**src/rtl/custom_axi_ip_regs.sv**
```systemverilog
// AXI4-Lite register file in front of the custom_axi_ip core: holds the core's input
// word, fires its one-cycle start strobe and captures the core's result and status.
module custom_axi_ip_regs #(
    parameter int ADDR_WIDTH = 4,
    parameter int DATA_WIDTH = 32
) (
    input  logic                      clk_i,
    input  logic                      rst_ni,
    input  logic [ADDR_WIDTH-1:0]     s_awaddr_i,
    input  logic                      s_awvalid_i,
    output logic                      s_awready_o,
    input  logic [DATA_WIDTH-1:0]     s_wdata_i,
    input  logic [DATA_WIDTH/8-1:0]   s_wstrb_i,
    input  logic                      s_wvalid_i,
    output logic                      s_wready_o,
    output logic [1:0]                s_bresp_o,
    output logic                      s_bvalid_o,
    input  logic                      s_bready_i,
    input  logic [ADDR_WIDTH-1:0]     s_araddr_i,
    input  logic                      s_arvalid_i,
    output logic                      s_arready_o,
    output logic [DATA_WIDTH-1:0]     s_rdata_o,
    output logic [1:0]                s_rresp_o,
    output logic                      s_rvalid_o,
    input  logic                      s_rready_i,
    output logic [DATA_WIDTH-1:0]     ipreg_data_o,
    output logic                      enable_o,
    input  logic [DATA_WIDTH-1:0]     hw_data_i,
    input  logic                      hw_wen_i,
    input  logic [1:0]                status_i
);

    localparam int         STRB_WIDTH   = DATA_WIDTH / 8;
    localparam logic [1:0] REG_CTRL     = 2'd0;
    localparam logic [1:0] REG_DATA_IN  = 2'd1;
    localparam logic [1:0] REG_DATA_OUT = 2'd2;
    localparam logic [1:0] REG_STATUS   = 2'd3;
    localparam logic [1:0] RESP_OKAY    = 2'b00;

    typedef enum logic {W_IDLE, W_RESP} wState_t;
    typedef enum logic {R_IDLE, R_DATA} rState_t;

    wState_t               r_wState;
    wState_t               w_wStateNext;
    rState_t               r_rState;
    rState_t               w_rStateNext;
    logic                  w_wrFire;
    logic                  w_bValid;
    logic                  w_rdFire;
    logic                  w_rValid;
    logic [1:0]            w_wrReg;
    logic [1:0]            w_rdReg;
    logic [DATA_WIDTH-1:0] w_rdMux;
    logic [DATA_WIDTH-1:0] r_dataIn;
    logic [DATA_WIDTH-1:0] r_dataOut;
    logic [DATA_WIDTH-1:0] r_rdata;
    logic                  r_done;
    logic                  r_enable;
    logic                  w_unused;

    // Only word-aligned register selection is decoded; the remaining address bits are don't-care.
    assign w_wrReg  = s_awaddr_i[3:2];
    assign w_rdReg  = s_araddr_i[3:2];
    assign w_unused = ^{s_awaddr_i, s_araddr_i};

    always_ff @(posedge clk_i or negedge rst_ni) begin
        if (!rst_ni) begin
            r_wState <= W_IDLE;
        end else begin
            r_wState <= w_wStateNext;
        end
    end

    // Address and data are only taken together, so a lone AW or W simply waits.
    always_comb begin
        w_wStateNext = r_wState;
        w_wrFire     = 1'b0;
        w_bValid     = 1'b0;
        case (r_wState)
            W_IDLE: begin
                if (s_awvalid_i && s_wvalid_i) begin
                    w_wrFire     = 1'b1;
                    w_wStateNext = W_RESP;
                end
            end
            W_RESP: begin
                w_bValid = 1'b1;
                if (s_bready_i) begin
                    w_wStateNext = W_IDLE;
                end
            end
            default: w_wStateNext = W_IDLE;
        endcase
    end

    always_ff @(posedge clk_i or negedge rst_ni) begin
        if (!rst_ni) begin
            r_rState <= R_IDLE;
        end else begin
            r_rState <= w_rStateNext;
        end
    end

    always_comb begin
        w_rStateNext = r_rState;
        w_rdFire     = 1'b0;
        w_rValid     = 1'b0;
        case (r_rState)
            R_IDLE: begin
                if (s_arvalid_i) begin
                    w_rdFire     = 1'b1;
                    w_rStateNext = R_DATA;
                end
            end
            R_DATA: begin
                w_rValid = 1'b1;
                if (s_rready_i) begin
                    w_rStateNext = R_IDLE;
                end
            end
            default: w_rStateNext = R_IDLE;
        endcase
    end

    always_ff @(posedge clk_i or negedge rst_ni) begin
        if (!rst_ni) begin
            r_dataIn <= '0;
        end else if (w_wrFire && (w_wrReg == REG_DATA_IN)) begin
            for (int i = 0; i < STRB_WIDTH; i++) begin
                if (s_wstrb_i[i]) begin
                    r_dataIn[8*i +: 8] <= s_wdata_i[8*i +: 8];
                end
            end
        end
    end

    always_ff @(posedge clk_i or negedge rst_ni) begin
        if (!rst_ni) begin
            r_enable <= 1'b0;
        end else begin
            r_enable <= w_wrFire && (w_wrReg == REG_CTRL) && s_wstrb_i[0] && s_wdata_i[0];
        end
    end

    // A core result arriving in the same cycle as a software clear keeps DONE set.
    always_ff @(posedge clk_i or negedge rst_ni) begin
        if (!rst_ni) begin
            r_dataOut <= '0;
            r_done    <= 1'b0;
        end else begin
            if (hw_wen_i) begin
                r_dataOut <= hw_data_i;
            end
            if (hw_wen_i) begin
                r_done <= 1'b1;
            end else if (w_wrFire && (w_wrReg == REG_STATUS) && s_wstrb_i[0] && s_wdata_i[2]) begin
                r_done <= 1'b0;
            end
        end
    end

    always_comb begin
        w_rdMux = '0;
        case (w_rdReg)
            REG_CTRL:     w_rdMux = '0;
            REG_DATA_IN:  w_rdMux = r_dataIn;
            REG_DATA_OUT: w_rdMux = r_dataOut;
            REG_STATUS:   w_rdMux = {{(DATA_WIDTH-3){1'b0}}, r_done, status_i};
            default:      w_rdMux = '0;
        endcase
    end

    // Read data is captured at the AR handshake and held until the master takes it.
    always_ff @(posedge clk_i or negedge rst_ni) begin
        if (!rst_ni) begin
            r_rdata <= '0;
        end else if (w_rdFire) begin
            r_rdata <= w_rdMux;
        end
    end

    assign s_awready_o  = w_wrFire;
    assign s_wready_o   = w_wrFire;
    assign s_bvalid_o   = w_bValid;
    assign s_bresp_o    = RESP_OKAY;
    assign s_arready_o  = w_rdFire;
    assign s_rvalid_o   = w_rValid;
    assign s_rdata_o    = r_rdata;
    assign s_rresp_o    = RESP_OKAY;
    assign ipreg_data_o = r_dataIn;
    assign enable_o     = r_enable;

endmodule

```
**config.mk**
```make
export PLATFORM = sky130hd
export DESIGN_NAME = custom_axi_ip_regs
export DESIGN_NICKNAME = d
export VERILOG_FILES = /design/src/rtl/custom_axi_ip_regs.sv
export SDC_FILE = /design/constraint.sdc
export NUM_CORES = 1
export LEC_CHECK = 0
export ABC_AREA = 1
export BUFFER_PORTS_ARGS = -buffer_cell sky130_fd_sc_hd__buf_2
export CAP_MARGIN = 15
export CORE_MARGIN = 1
export CORE_UTILIZATION = 50
export CTS_BUF_LIST = sky130_fd_sc_hd__clkbuf_8
export DETAILED_ROUTE_END_ITERATION = 16
export PLACE_DENSITY = 0.84
export SYNTH_ARGS = -nofsm -noshare
export SYNTH_HDL_FRONTEND = slang
export SYNTH_SLANG_ARGS = --single-unit
```
**constraint.sdc**
```tcl
create_clock -name clk_i -period 1.6 [get_ports clk_i]
set_input_delay 0.32 -clock clk_i [delete_from_list [all_inputs] [get_ports clk_i]]
set_output_delay 0.32 -clock clk_i [all_outputs]
set_load 0.02 [all_outputs]
```
==> flow_metrics.tcl <==
set metrics [dict create \
    buffer_ports.inserted 151 \
    mappedNetlistArea_um2 4450 \
    initial_utilization_pct 51.3 \
    layout-drive-gt1-share_pct 28.3 \
    powerDensity_nw_per_um2 1150 \
    globalRoute.totalOverflow 0 \
    sink_count_of_the_clock_tree 100 \
    number_of_antenna_violations_at_the_first_check_in_global_routing 1 \
    netlist.top_cell.by_area "dfrtp_1" \
    timing.critical_path.to_type "output port" \
    fmax_mhz 667 \
    total_number_of_yosys_warnings 0 \
    critical_path_required_ns 1.28 \
    totalNegativeSetupSlack_ns 0 \
    gr-usage-all-layers_pct 26.1 \
    total_leakage_power_uw 0.00332 \
    hpwlAfterDp_mm 8.33 \
    vdd_ir_drop_max_mv 0.593 \
    max-clock-path-buffers 2 \
    postSynthAreaPerCell_um2 8.05 \
    grt_pass1_vias 3898 \
    num_io_pins 160 \
    path_max_fanout 5 \
    max-cap-violations 0 \
    drt-initial-drc-count 244 \
    crit_slowest_cell "dfrtp_1" \
    p_total_uw 6400 \
    clock_tree.root_cell "clkbuf_8" \
    postRouteAntennaNets 0 \
    synth-compound-area-share_pct 0.112 \
    crit_path_max_incr_delay_ns 0.42 \
    timing.critical_path.cells "nor2_4, buf_4" \
    route.detailed.drc 0 \
    final_hold_viol_count 0 \
    synth.yosys.seq_area_share_pct 56.2 \
    cts_tree "built" \
    worst-path-buf-inv 1 \
    clock-skew-final_ns 0.0118 \
    multiplexer_area_fraction_after_synthesis_pct 0.225 \
    layout-area-overhead-vs-synth_pct 24.7 \
    worst_setup_path_start_kind "flop" \
    insertedDiodeCount 0 \
    rsz0062_at_grt "false" \
    nNetsFinal 792 \
    via_count 4202 \
    x_dimension_of_the_die_um 96.3 \
    avgViaCountPerCell 5.13 \
    critical_path_arrival_ns 1.18 \
    synthCells 553 \
    route.final.wire_length_mm 11.7 \
    crit_family "flip-flops" \
    clkTransAtPathRegs_ns 0.09 \
    grt_max_degree 55 \
    synth.lib_cells_used.distinct 17 \
    die_area_um2 9280 \
    hold_class "in -> reg" \
    grt_pass1_wl_mm 18.3 \
    finalMaxSlewViolations 0 \
    setup-violations-final 0 \
    critPathKind "reg -> out" \
    firstDrtPassIters 4 \
    reg2reg_setup_slack_ns 0.25 \
    fp-row-count 34 \
    fp.coreArea_um2 8680 \
    place_congestion 0.879 \
    route.detailed.wl_per_inst_um 14.2 \
    synth_top_cells_by_area "dfrtp_1 (56%), nand2_1 (30%), nand4_1 (4.5%), buf_4 (1.5%), buf_6 (1.5%)" \
    final.period_utilization_pct 93.7 \
    yosys.area_share.xor_xnor_pct 0 \
    final_period_minus_worst_setup_slack_ns 1.50 \
    yosys.area_share.adder_pct 0 \
    cts.htree.levels 3 \
    yosys.area_share.simple_pct 37.6 \
    worstSkewPairLatency_ns 0.36 \
    dieHeight_um 96.3 \
    synth_top_family_by_area "simple AND/OR/NAND/NOR gates" \
    synth_top_cell_area_share_pct 56.2 \
    run_status "finished, final reports clean" \
    numCtsBuffers 9 \
    ys_seq_elements 100 \
]
## cell families (layout without fill, tap and decap cells)
family / after synthesis / after routing
and+or+nand+nor: 407 / 407
DFF: 100 / 100
buffers and inverters: 43 / 198
other: 1 / 4
AOI/OAI and AO/OA: 1 / 1
muxes: 1 / 1
## timing repair
action	CTS	global route
hold buffers	1	0
endpoints found under the setup margin	2	2
hold endpoints to repair	100	0
buffers inserted	2	3
pin swaps	1	1
gates cloned	0	0
resized for setup	0	2
## final timing paths
| check | end | from | depth (start not counted) |
|---|---|---|---|
| hold reg to reg | r_dataOut[12]$_DFFE_PN0P_ | r_dataOut[12]$_DFFE_PN0P_ | 2 |
| max in group asynchronous | r_dataOut[20]$_DFFE_PN0P_ | rst_ni | 3 |
| setup reg to reg | ipreg_data_o[1]$_DFFE_PN0P_ | r_wState$_DFF_PN0_ | 6 |
| hold / removal | r_wState$_DFF_PN0_ | s_bready_i | 2 |
| setup / recovery | s_awready_o | r_wState$_DFF_PN0_ | 2 |
| min in group asynchronous | s_rdata_o[0]$_DFFE_PN0P_ | rst_ni | 3 |
## flip-flops by register name, summed over array words and instances (netlist names)
signal / flops
r_wState: 1
s_rdata_o: 32
ipreg_data_o: 32
r_rState: 1
enable_o: 1
r_dataOut: 32
r_done: 1
## layout by cell type, fill, tap and decap left out
master / n
buf_12: 3
buf_2: 148
buf_4: 24
bufinv_16: 1
clkbuf_8: 9
clkinv_2: 1
clkinvlp_4: 4
conb_1: 4
dfrtp_1: 100
dlygate4sd3_1: 1
inv_1: 4
inv_2: 3
mux2i_1: 1
nand2_1: 352
nand3_1: 12
nand3_2: 4
nand4_1: 32
nor2_1: 3
nor2_4: 4
o21ai_0: 1
## report_power, final
part / switching [µW] / internal, µW
clock network: 873 / 715
registers: 288 / 2910
logic: 1060 / 552
## synth_stat cells, drive strengths merged
master,number
nand2,352
clkbuf,9
nand4,32
o21ai,1
nor2,7
mux2i,1
buf,28
nand3,16
conb,1
inv,6
dfrtp,100
## layer usage
metal / global-route usage [%] / part of all wire (%)
met5: 0 / 0
met4: 12.0 / 3.3
met3: 4.50 / 6.9
met2: 44.0 / 49
met1: 32.9 / 41
## area by class of cell
cell class / instances / area [µm²]
Clock buffer: 9 / 124
Inverter: 6 / 22.5
Timing Repair Buffer: 176 / 991
Clock inverter: 7 / 68.8
Tap cell: 108 / 135
Sequential cell: 100 / 2500
Fill cell: 773 / 3130
Multi-Input combinational cell: 413 / 1710
## metrics by stage
| step | cell area, µm² | hold WS (ns) | instances | worst slack [ns] | util (%) |
|---|---|---|---|---|---|
| after floorplan | 4460 | 0.0244 | 556 | 0.102 | - |
| after global placement | 5310 | 0.336 | 797 | 0.209 | 61.1 |
| after detailed placement | 5310 | 0.331 | 797 | 0.163 | 61.1 |
| after CTS | 5520 | 0.135 | 816 | 0.0363 | 63.7 |
| after global routing | 5550 | 0.146 | 819 | 0.0172 | 64.0 |
| final | 5550 | 0.149 | 819 | 0.102 | 64.0 |
Note: power is estimated with default switching activity, not from simulation.
